### src/rtl/blink_mon_pkg.sv
`default_nettype none
// ----------------------------------------------------------------------------
// blink_mon_pkg: shared types and constants for the blink monitor.
// Rev 1.0
// ----------------------------------------------------------------------------
package blink_mon_pkg;

  typedef enum logic [1:0] {
    ST_IDLE  = 2'd0,
    ST_ALIGN = 2'd1,
    ST_HIGH  = 2'd2,
    ST_LOW   = 2'd3
  } mon_state_e;

  localparam int c_ERR_CNT_W = 8;

endpackage
`default_nettype wire

### src/rtl/sync_edge_det.sv
`default_nettype none
// ----------------------------------------------------------------------------
// sync_edge_det: 2-FF synchronizer plus delay register with rise/fall strobes.
// Rev 1.0
// ----------------------------------------------------------------------------
module sync_edge_det (
  input  logic clk,
  input  logic rst,
  input  logic i_d,
  output logic o_sync,
  output logic o_rise,
  output logic o_fall
);

  logic r_meta;
  logic r_sync;
  logic r_prev;

  always_ff @(posedge clk) begin
    if (rst) begin
      r_meta <= 1'b0;
      r_sync <= 1'b0;
      r_prev <= 1'b0;
    end else begin
      r_meta <= i_d;
      r_sync <= r_meta;
      r_prev <= r_sync;
    end
  end

  assign o_sync = r_sync;
  assign o_rise = r_sync & ~r_prev;
  assign o_fall = ~r_sync & r_prev;

endmodule
`default_nettype wire

### src/rtl/blink_monitor.sv
`default_nettype none
// ----------------------------------------------------------------------------
// blink_monitor: measures lamp half-periods, checks tolerance, flags stuck lamp.
// Rev 1.0
// ----------------------------------------------------------------------------
module blink_monitor
  import blink_mon_pkg::*;
#(
  parameter int HALF_CYC  = 50,
  parameter int TOL_CYC   = 2,
  parameter int STUCK_CYC = 200,
  parameter int CNT_W     = 16
) (
  input  logic                   clk_i,
  input  logic                   rst_i,
  input  logic                   light_i,
  input  logic                   check_en_i,
  output logic                   ok_o,
  output logic                   stuck_on_o,
  output logic                   stuck_off_o,
  output logic [CNT_W-1:0]       period_o,
  output logic                   period_valid_o,
  output logic [c_ERR_CNT_W-1:0] err_cnt_o
);

  localparam logic [CNT_W-1:0]       c_LEN_MIN  = CNT_W'(HALF_CYC - TOL_CYC);
  localparam logic [CNT_W-1:0]       c_LEN_MAX  = CNT_W'(HALF_CYC + TOL_CYC);
  localparam logic [CNT_W-1:0]       c_STUCK    = CNT_W'(STUCK_CYC);
  localparam logic [CNT_W-1:0]       c_STUCK_M1 = CNT_W'(STUCK_CYC - 1);
  localparam logic [CNT_W-1:0]       c_ONE      = CNT_W'(1);
  localparam logic [c_ERR_CNT_W-1:0] c_ERR_MAX  = '1;
  localparam logic [c_ERR_CNT_W-1:0] c_ERR_ONE  = c_ERR_CNT_W'(1);

  function automatic logic out_of_tol(input logic [CNT_W-1:0] len);
    return (len < c_LEN_MIN) || (len > c_LEN_MAX);
  endfunction

  logic w_sync, w_rise, w_fall;

  sync_edge_det u_sync (
    .clk    (clk_i),
    .rst    (rst_i),
    .i_d    (light_i),
    .o_sync (w_sync),
    .o_rise (w_rise),
    .o_fall (w_fall)
  );

  mon_state_e             r_state, w_state_nxt;
  logic [CNT_W-1:0]       r_cnt, w_cnt_nxt;
  logic [CNT_W-1:0]       r_high_len, w_high_len_nxt;
  logic                   r_high_viol, w_high_viol_nxt;
  logic                   r_ok, w_ok_nxt;
  logic                   r_stuck_on, w_stuck_on_nxt;
  logic                   r_stuck_off, w_stuck_off_nxt;
  logic [CNT_W-1:0]       r_period, w_period_nxt;
  logic                   r_valid, w_valid_nxt;
  logic [c_ERR_CNT_W-1:0] r_err, w_err_nxt;
  logic                   w_err_inc;
  logic                   w_low_viol;

  assign w_low_viol = out_of_tol(r_cnt);

  always_comb begin
    w_state_nxt     = r_state;
    w_cnt_nxt       = r_cnt;
    w_high_len_nxt  = r_high_len;
    w_high_viol_nxt = r_high_viol;
    w_ok_nxt        = r_ok;
    w_stuck_on_nxt  = r_stuck_on;
    w_stuck_off_nxt = r_stuck_off;
    w_period_nxt    = r_period;
    w_valid_nxt     = 1'b0;
    w_err_inc       = 1'b0;

    if (!check_en_i) begin
      // Disable overrides everything, including a coincident rise.
      w_state_nxt     = ST_IDLE;
      w_cnt_nxt       = '0;
      w_ok_nxt        = 1'b0;
      w_stuck_on_nxt  = 1'b0;
      w_stuck_off_nxt = 1'b0;
    end else begin
      if (w_rise) begin
        w_stuck_on_nxt  = 1'b0;
        w_stuck_off_nxt = 1'b0;
      end
      case (r_state)
        ST_IDLE: begin
          w_state_nxt = ST_ALIGN;
          w_cnt_nxt   = '0;
        end
        ST_ALIGN: begin
          if (w_rise) begin
            w_state_nxt = ST_HIGH;
            w_cnt_nxt   = c_ONE;
          end else if (w_fall) begin
            w_cnt_nxt = c_ONE;
          end else if (w_sync) begin
            w_cnt_nxt = '0;
          end else if (r_cnt == c_STUCK_M1) begin
            w_stuck_off_nxt = 1'b1;
            w_ok_nxt        = 1'b0;
            w_err_inc       = 1'b1;
            w_cnt_nxt       = c_STUCK;
          end else if (r_cnt < c_STUCK) begin
            w_cnt_nxt = r_cnt + c_ONE;
          end
        end
        ST_HIGH: begin
          if (w_fall) begin
            w_high_len_nxt  = r_cnt;
            w_high_viol_nxt = out_of_tol(r_cnt);
            w_err_inc       = out_of_tol(r_cnt);
            w_state_nxt     = ST_LOW;
            w_cnt_nxt       = c_ONE;
          end else if (r_cnt == c_STUCK_M1) begin
            w_stuck_on_nxt = 1'b1;
            w_ok_nxt       = 1'b0;
            w_err_inc      = 1'b1;
            w_cnt_nxt      = c_STUCK;
            w_state_nxt    = ST_ALIGN;
          end else begin
            w_cnt_nxt = r_cnt + c_ONE;
          end
        end
        ST_LOW: begin
          if (w_rise) begin
            w_period_nxt = r_high_len + r_cnt;
            w_valid_nxt  = 1'b1;
            w_ok_nxt     = !(r_high_viol || w_low_viol);
            w_err_inc    = w_low_viol;
            w_state_nxt  = ST_HIGH;
            w_cnt_nxt    = c_ONE;
          end else if (r_cnt == c_STUCK_M1) begin
            w_stuck_off_nxt = 1'b1;
            w_ok_nxt        = 1'b0;
            w_err_inc       = 1'b1;
            w_cnt_nxt       = c_STUCK;
            w_state_nxt     = ST_ALIGN;
          end else begin
            w_cnt_nxt = r_cnt + c_ONE;
          end
        end
        default: w_state_nxt = ST_IDLE;
      endcase
    end

    w_err_nxt = (w_err_inc && (r_err != c_ERR_MAX)) ? r_err + c_ERR_ONE : r_err;
  end

  always_ff @(posedge clk_i) begin
    if (rst_i) begin
      r_state     <= ST_IDLE;
      r_cnt       <= '0;
      r_high_len  <= '0;
      r_high_viol <= 1'b0;
      r_ok        <= 1'b0;
      r_stuck_on  <= 1'b0;
      r_stuck_off <= 1'b0;
      r_period    <= '0;
      r_valid     <= 1'b0;
      r_err       <= '0;
    end else begin
      r_state     <= w_state_nxt;
      r_cnt       <= w_cnt_nxt;
      r_high_len  <= w_high_len_nxt;
      r_high_viol <= w_high_viol_nxt;
      r_ok        <= w_ok_nxt;
      r_stuck_on  <= w_stuck_on_nxt;
      r_stuck_off <= w_stuck_off_nxt;
      r_period    <= w_period_nxt;
      r_valid     <= w_valid_nxt;
      r_err       <= w_err_nxt;
    end
  end

  assign ok_o           = r_ok;
  assign stuck_on_o     = r_stuck_on;
  assign stuck_off_o    = r_stuck_off;
  assign period_o       = r_period;
  assign period_valid_o = r_valid;
  assign err_cnt_o      = r_err;

endmodule
`default_nettype wire

### config.mk
export PLATFORM = sky130hd
export DESIGN_NAME = blink_monitor
export DESIGN_NICKNAME = d
export VERILOG_FILES = /design/src/rtl/blink_mon_pkg.sv /design/src/rtl/sync_edge_det.sv /design/src/rtl/blink_monitor.sv
export SDC_FILE = /design/constraint.sdc
export NUM_CORES = 1
export LEC_CHECK = 0
export ABC_AREA = 1
export ABC_CLOCK_PERIOD_IN_PS = 2000
export BUFFER_PORTS_ARGS = -buffer_cell sky130_fd_sc_hd__buf_2
export CAP_MARGIN = 20
export CORE_ASPECT_RATIO = 1.25
export CORE_UTILIZATION = 50
export CTS_CLUSTER_SIZE = 8
export DETAILED_ROUTE_END_ITERATION = 6
export PLACE_DENSITY = 0.68
export SLEW_MARGIN = 10
export SYNTH_ARGS = -nofsm -noshare
export SYNTH_HDL_FRONTEND = slang
export SYNTH_SLANG_ARGS = --single-unit
### constraint.sdc
create_clock -name clk_i -period 2 [get_ports clk_i]
set_input_delay 0.3 -clock clk_i [delete_from_list [all_inputs] [get_ports clk_i]]
set_output_delay 0.3 -clock clk_i [all_outputs]
set_load 0.01 [all_outputs]
; ---- Yosys cells after proc, flatten, opt, wreduce, memory -nomap -nowiden
; Index checks and enable logic that the tools add are counted.
[classes]
addsub = 3
n_lt_le_gt_ge = 3
eq_ne = 11
mux = 41
n_bitwise = 6
reduce_logical = 11
[op_table]
columns = operator, n
row1 = $mux W16, 8
row2 = $pmux W16 S4, 1
row3 = $mux W1, 24
row4 = $add A16 B1 Y16 const B, 1
row5 = $add A16 B16 Y16, 1
row6 = $eq A16 B8 Y1 const B, 1
row7 = $gt A16 B6 Y1 const B, 1
row8 = $lt A16 B6 Y1 const B, 1
row9 = $lt A16 B8 Y1 const B, 1
row10 = $add A8 B1 Y8 const B, 1
row11 = $mux W2, 4
row12 = $ne A2 B2 Y1 const B, 4
row13 = $ne A8 B8 Y1 const B, 1
row14 = $pmux W2 S4, 1
row15 = $ne A6 B3 Y1 const B, 1
row16 = $pmux W1 S3, 2
row17 = $reduce_and A3 Y1, 2
row18 = $reduce_and A5 Y1, 1
row19 = $eq A2 B2 Y1 const B, 2
row20 = $not A1 Y1, 4
row21 = $reduce_bool A3 Y1, 1
row22 = $reduce_or A3 Y1, 1
row23 = $and A1 B1 Y1, 2
row24 = $eq A2 B1 Y1 const B, 1
row25 = 7 further kinds, 8
[totals]
ff_bits = 66
wordCells = 88

; ---- Depth between registers and ports, before layout
; Gate-level depths: netlist of the first run.
[logic_depth]
word_depth = 8
mapped_depth = 12
ltp_nobuf = 12

; ---- Cells and area by module
; Synthesis of the first run repeated with hierarchy kept, for this count alone.
[unflattened]
cells_unflattened = 543
hier_area_um2 = 3767.4
[by_module_without_submodules]
columns = module, instances, cells_per_inst, area_per_inst_um2
row1 = blink_monitor, 1, 531, 3673.5
row2 = sync_edge_det, 1, 12, 93.8

; ---- Worst setup path after synthesis of the first run
; Ideal clock, no wire load.
[synth_path]
kind = flip-flop to flip-flop
startpoint = register r_cnt[0]
endpoint = register r_period[8], in the netlist period_o[8]
setup_ps = 115
t_arrival_ps = 1751
path_slack_ps = 134
stages_incl_launch_ff = 13
path_buffers = 0
synth_period_minus_slack_ps = 1866
path_cell_list = dfxtp_1 -> ha_1 -> inv_1 -> fa_1 -> nand3b_1 -> nand2_1 -> nand2_1 -> nand2_1 -> nand2_1 -> nand3_1 -> nand2_1 -> o21ai_0 -> inv_1
[synth_via]
elab_chain_cells = 1
[synth_rtl]
columns = item, line
row1 = from (decl), blink_monitor.sv:50  ; logic [CNT_W-1:0] r_cnt, w_cnt_nxt;
row2 = from (signal assigned), blink_monitor.sv:166  ; r_cnt <= w_cnt_nxt;
row3 = $add A16 B16 Y16, blink_monitor.sv:129  ; w_period_nxt = r_high_len + r_cnt;
row4 = to (signal assigned), blink_monitor.sv:172  ; r_period <= w_period_nxt;
row5 = to (decl), blink_monitor.sv:56  ; logic [CNT_W-1:0] r_period, w_period_nxt;
; No other way between the ends.
; A chain may end at the register's enable or synchronous reset.

; ---- Final worst setup path of the first run
; Same ends and word-level chain as after synthesis.

==> results.py, run 1 <==
metrics = {
    "outcome": {
        "outcome": "completed",
    },
    "critical_path": {
        "cpMostUsedCell": "nand2_1",
        "cp.arrival_ns": 2.10,
        "cp_max_fo": 4,
        "cp-end-kind": "flip-flop",
        "cp_top_family": "simple AND/OR/NAND/NOR gates",
        "crit_slowest_cell": "dfxtp_2",
        "max_stage_delay_ns": 0.35,
        "cp.required_ns": 2.25,
        "critPathKind": "reg -> reg",
        "crit_path_start_kind": "flip-flop",
        "cp_num_buf_inv": 2,
        "crit_chain": "ha_2, inv_1, fa_2, nand3b_1, nand2_1, nand2_1, nand2_2, nand2_1, nand3_1, nand2_1, o21ai_0, inv_1",
    },
    "floorplan": {
        "die_h_um": 102,
        "dieArea_sq_mm": 0.00841,
        "start_util_pct": 51.6,
        "io_pins": 32,
        "fp.dieW_um": 82.2,
        "num_rows": 36,
        "core_area_sq_mm": 0.00779,
    },
    "synth": {
        "ys_async_sr_fraction_pct": 0,
        "syn_inst": 576,
        "yosysSeqAreaShare_pct": 32.8,
        "synthFlopType": "dfxtp_1",
        "ys_ff_latch": 66,
        "synth.distinct_cells": 43,
        "synth_nets": 599,
        "syn_avg_cell_area_sq_um": 6.98,
        "synth-edff-count": 0,
        "syn-cell-area_sq_mm": 0.00402,
        "yosys_warnings": 0,
    },
    "global_routing": {
        "grt_usage_pct": 24.5,
        "grt_pass1_wl_um": 15800,
        "grt_pass1_vias": 3476,
        "grt_max_degree": 31,
        "antenna_found_initial": 0,
        "globalRouteOverflowTotal": 0,
    },
    "route": {
        "drt-initial-drc-count": 187,
        "drcViolationCount": 0,
        "wl_per_cell_um": 13.0,
        "vias": 3833,
        "avgViaCountPerCell": 5.35,
        "postRouteAntennaNets": 0,
        "firstDrtPassIters": 4,
        "drt-total-wl_um": 9310,
    },
    "power": {
        "ir_worst_vdd_v": 0.000424,
        "power.leakage_nw": 2.19,
        "p_per_area_mw_per_mm2": 618,
    },
    "cts": {
        "cts_root_buf": "clkbuf_8",
        "cts.sinks": 66,
        "cts_tree": "yes",
        "clock_path_buffers": 2,
        "numCtsBuffers": 9,
        "clock_latency_ns": 0.35,
        "clk_pin_slew_worst_paths_ns": 0.08,
        "htreeDepth": 3,
    },
    "timing": {
        "slew_headroom_pct": 61.6,
        "tns_ns": 0,
        "fin_crit_sh_pct": 92.5,
        "final.min_clock_period_ns": 1.85,
        "clock_skew_ns": 0.0117,
        "fin_ws_ns": 0.150,
        "hold_viol_final": 0,
        "timing.final.setup_violations": 0,
        "worst_pin_slew_ns": 0.575,
        "max_freq_mhz": 541,
        "rsz0062_at_grt": "false",
        "slew_viol_final": 0,
    },
    "place": {
        "place.port_buffers": 31,
        "place.detailed.hpwl_um": 7060,
        "gp_congestion": 0.895,
        "pre_cts_slack_ns": 0.0164,
    },
    "final_layout": {
        "nFillCells": 755,
        "num_antenna_cells": 0,
        "nets": 640,
        "drive_gt1_share_pct": 16.1,
        "areaGrowthSynthToFinish_pct": 13.9,
        "seq_area_sq_mm": 0.00133,
        "multi_input_area_sq_mm": 0.00233,
    },
    "run": {
        "cap_violations": 0,
    },
    "worst_hold_path": {
        "holdCritPathClass": "in -> reg",
    },
}
==> tightest hold or removal path, cell delays in order <==
cell,delay [ns]
buf_2,0.09
inv_1,0.04
nor2_1,0.03
==> routing by layer <==
metal	vias up	share of wire, %	track usage (%)	routed length (um)
met5	-	0	0	0
met4	0	2.5	11.1	229
met3	21	3.3	3.39	306
met2	70	48	40.5	4480
met1	1762	46	31.1	4300
li1	1980	-	-	-
==> cells in the mapped netlist (2+ instances only) <==
cell type  instances  area share, %
a21o_1             2           0.37
xor2_1            13            2.8
nand2_4            3           0.84
nor2_2             3           0.47
buf_4              2           0.37
nand3_2            3           0.75
nand3_1           38            4.7
nand2_2            5           0.78
nand3b_1           2           0.37
nand3_4            4            1.7
xnor2_1            3           0.65
a21oi_2            2           0.44
o21bai_1           4           0.75
nand4_1           21            3.3
clkbuf_1           4           0.37
nand2_1          103            9.6
buf_2              5           0.62
nor2_1            69            6.4
ha_1              18            5.6
nor2_8             2            1.0
dfxtp_1           66             33
nor2_4             3           0.84
inv_1             75            7.0
inv_2              5           0.47
nor3_1             9            1.1
a21oi_1           50            6.2
o22ai_1            2           0.31
o21ai_0           45            5.6
==> worst paths after layout <==
kind	start	endpoint	slack, ns	cells past startpoint
min	light_i	u_sync.r_meta	0.16	3
min reg2reg	u_sync.r_meta	u_sync.o_sync	0.41	2
max reg2reg	r_cnt[0]	period_o[8]	0.15	12
max	r_cnt[0]	period_o[8]	0.15	12
==> stage by stage <==
step | cells | hold slack (ns) | power (mW) | util [%] | instance area (sq um)
6_report | 717 | 0.156 | 2.83 | 58.8 | 4580
5_1_grt | 717 | 0.194 | 2.93 | 58.8 | 4580
4_1_cts | 716 | 0.152 | 2.86 | 58.6 | 4560
3_5_place_dp | 700 | 0.403 | 1.44 | 55.4 | 4320
3_3_place_gp | 700 | 0.400 | 1.44 | 55.4 | 4320
2_1_floorplan | 576 | 0.388 | 1.42 | - | 4020
==> timing repair <==
item | in CTS | in global routing
setup endpoints to repair | 0 | 12
setup buffers | 0 | 1
hold endpoints to repair | 0 | 0
hold buffers | 0 | 0
gates resized for setup | 0 | 9
==> registers in the layout, summed over array words and instances (netlist names) <==
| name | cells |
|---|---|
| period_valid_o | 1 |
| r_high_viol | 1 |
| stuck_off_o | 1 |
| period_o | 16 |
| u_sync.r_meta | 1 |
| r_high_len | 16 |
| r_cnt | 16 |
| stuck_on_o | 1 |
| u_sync.o_sync | 1 |
| r_state | 2 |
| err_cnt_o | 8 |
| u_sync.r_prev | 1 |
| ok_o | 1 |
==> cell families (layout without fill, tap and decap cells) <==
group / Yosys count / in the layout / synth area share, %
adders and majority gates: 19 / 19 / 6.10
AOI/OAI and AO/OA: 113 / 113 / 15.2
and+or+nand+nor: 268 / 268 / 32.8
DFF: 66 / 66 / 32.8
buffers and inverters: 94 / 140 / 9.52
xor gates and xnor gates: 16 / 16 / 3.48
==> cell type report <==
class	count	share of cell area, %
clock buffer	9	2.70
clock inverter	7	2.70
inverter	81	6.63
multi-input combinational	416	50.8
sequential	66	28.9
tap	95	2.59
timing repair buffer	43	5.62
==> power breakdown <==
| group | switching [mW] | total (mW) | internal, mW |
|---|---|---|---|
| Combinational | 0.0589 | 0.0831 | 0.0242 |
| Clock | 0.586 | 1.42 | 0.839 |
| Sequential | 0.00684 | 1.33 | 1.32 |
| Total | 0.652 | 2.83 | 2.18 |
==> placed cells by master (no fill, tap or decap), types with 11 or more instances in the layout <==
master and instances:
nand2_1 102, inv_1 75, nor2_1 68, dfxtp_1 62
a21oi_1 50, o21ai_0 44, nand3_1 38, buf_2 31
nand4_1 21, ha_1 17, xor2_1 13, buf_4 11
No activity file was read; power rests on OpenSTA's default activity.
==> inputs of run 2 (changes only) <==
BUFFER_PORTS_ARGS = unset   (was -buffer_cell sky130_fd_sc_hd__buf_2)
DONT_BUFFER_PORTS = 1   (was unset)
PLACE_DENSITY = unset   (was 0.68)
==> run 2 against run 1 <==
  * Critical path depth is 1 higher
  * Largest cell class unchanged
  * Hold slack worse by 0.12 ns
  * Sequential power about the same
  * Critical endpoint is now err_cnt_o[0]
  * Clock skew is 0.0050 ns lower
  * Utilization fell by 1.5 points
  * Largest power group is now sequential cells
  * Via count decreased by 3.7%
  * Global-route usage increased by 0.13 points
==> results.py, run 2 (synthesized netlist as in run 1, its figures left out) <==
metrics = {
    "floorplan": {
        "dieArea_sq_mm": 0.00841,
        "io_pins": 32,
        "num_rows": 36,
        "fp.dieW_um": 82.2,
        "core_area_sq_mm": 0.00779,
        "die_h_um": 102,
        "start_util_pct": 51.6,
    },
    "cts": {
        "cts_tree": "yes",
        "numCtsBuffers": 9,
        "postCtsSetupBuffers": 0,
        "cts.sinks": 66,
        "clk_pin_slew_worst_paths_ns": 0.08,
        "clock_latency_ns": 0.36,
        "clock_path_buffers": 2,
        "cts_root_buf": "clkbuf_8",
        "htreeDepth": 3,
    },
    "route": {
        "avgViaCountPerCell": 5.30,
        "drt-initial-drc-count": 129,
        "drcViolationCount": 0,
        "drt-total-wl_um": 9410,
        "wl_per_cell_um": 13.5,
        "vias": 3692,
        "firstDrtPassIters": 5,
        "postRouteAntennaNets": 0,
    },
    "timing": {
        "slew_headroom_pct": 61.4,
        "hold_viol_final": 0,
        "clock_skew_ns": 0.00673,
        "max_freq_mhz": 552,
        "rsz0062_at_grt": "true",
        "timing.final.setup_violations": 0,
        "final.min_clock_period_ns": 1.81,
        "slew_viol_final": 0,
        "worst_pin_slew_ns": 0.578,
        "fin_crit_sh_pct": 90.7,
    },
    "global_routing": {
        "grt_max_degree": 31,
        "globalRouteOverflowTotal": 0,
        "grt_pass1_wl_um": 15600,
        "antenna_found_initial": 0,
        "grt_pass1_vias": 3373,
        "grt_usage_pct": 24.6,
    },
    "critical_path": {
        "cp-end-kind": "flip-flop",
        "cp_max_fo": 9,
        "cpMostUsedCell": "nand2_1",
        "max_stage_delay_ns": 0.41,
        "cp.arrival_ns": 2.03,
        "critPathKind": "reg -> reg",
        "cp.required_ns": 2.22,
        "reg2reg_slack_ns": 0.19,
        "crit_path_start_kind": "flip-flop",
        "crit_slowest_cell": "dfxtp_1",
        "crit_chain": "inv_1, buf_4, ha_1, nand3_1, nand2_1, inv_1, nor2_1, nand2_1, nand2_1, nand2_4, nand3_4, nand2_1, a21oi_1",
        "reg2reg_depth": 13,
    },
    "final_layout": {
        "areaGrowthSynthToFinish_pct": 11.0,
        "nets": 619,
        "num_antenna_cells": 0,
        "final_cell_mix": "102 x nand2_1, 75 x inv_1, 68 x nor2_1, 64 x dfxtp_1, 50 x a21oi_1",
        "nFillCells": 788,
        "final_util_pct": 57.3,
        "layout_commonest_cell": "nand2_1",
        "drive_gt1_share_pct": 12.6,
    },
    "power": {
        "p_per_area_mw_per_mm2": 598,
        "ir_worst_vdd_v": 0.000437,
        "power.leakage_nw": 2.05,
        "p_total_mw": 2.67,
    },
    "run": {
        "cap_violations": 0,
    },
    "worst_hold_path": {
        "holdCritPathClass": "in -> reg",
        "worstHoldPathCells": 2,
    },
    "place": {
        "gp_congestion": 0.866,
        "place.port_buffers": 0,
        "place.detailed.hpwl_um": 7160,
    },
    "outcome": {
        "outcome": "completed",
    },
}
## run 2: cell types whose count changed in the layout (fill, tap and decap cells not counted), sizes merged
cell         before  now
buf              43   21
clkbuf            9   11
inv              82   80
bufinv            3    2
clkinv            2    3
dlygate4sd3       0    1
## run 2: where the power goes
part	switching, mW	internal [mW]
clock network	0.535	0.732
registers	0.00755	1.32
logic	0.0512	0.0218
## run 2: worst max-delay path: cells and delay by family (launching register included)
kind | cells | cell delay (ns)
AND/OR/NAND/NOR | 8 | 0.70
AO/OA/AOI/OAI | 1 | 0.07
adder cells (fa/ha/maj) | 1 | 0.18
buffers and inverters | 3 | 0.30
flip-flops | 1 | 0.41
## run 2: final cells by class
type	count	area, sq um	area share, %
multi-input combinational	416	2330	52.2
sequential	66	1320	29.7
clock buffer	11	141	3.17
inverter	81	304	6.81
tap	95	119	2.66
timing repair buffer	22	168	3.76
clock inverter	5	77.6	1.74
## run 2: per-layer routing
| metal | vias up | share of wire (%) | track usage, % |
|---|---|---|---|
| li1 | 1945 | - | - |
| met1 | 1650 | 47 | 31.3 |
| met4 | 0 | 1.8 | 10.8 |
| met3 | 15 | 4.0 | 5.00 |
| met5 | - | 0 | 0 |
| met2 | 82 | 47 | 39.7 |
## run 2: per-stage QoR
step | setup TNS [ns] | hold WS [ns] | setup slack (ns) | instance area [sq um] | instances
finish | 0 | 0.0400 | 0.187 | 4460 | 696
global route | -0.0119 | 0.0412 | -0.0119 | 4460 | 696
CTS | 0 | 0.0164 | 0.0462 | 4450 | 696
detailed placement | 0 | 0.374 | 0.0549 | 4220 | 679
global placement | 0 | 0.373 | 0.101 | 4220 | 679
floorplan | 0 | 0.388 | 0.134 | 4020 | 576
## run 2: timing repair
item	in CTS	in global routing
hold buffers	1	0
setup endpoints to repair	0	8
hold endpoints to repair	12	0
gates resized for setup	0	8
## run 2: final timing paths
check / startpoint / end
worst min-delay path: light_i / u_sync.r_meta
worst max register to register: r_cnt[1] / err_cnt_o[0]
worst max-delay path: r_cnt[1] / err_cnt_o[0]
worst min register to register: u_sync.r_meta / u_sync.o_sync
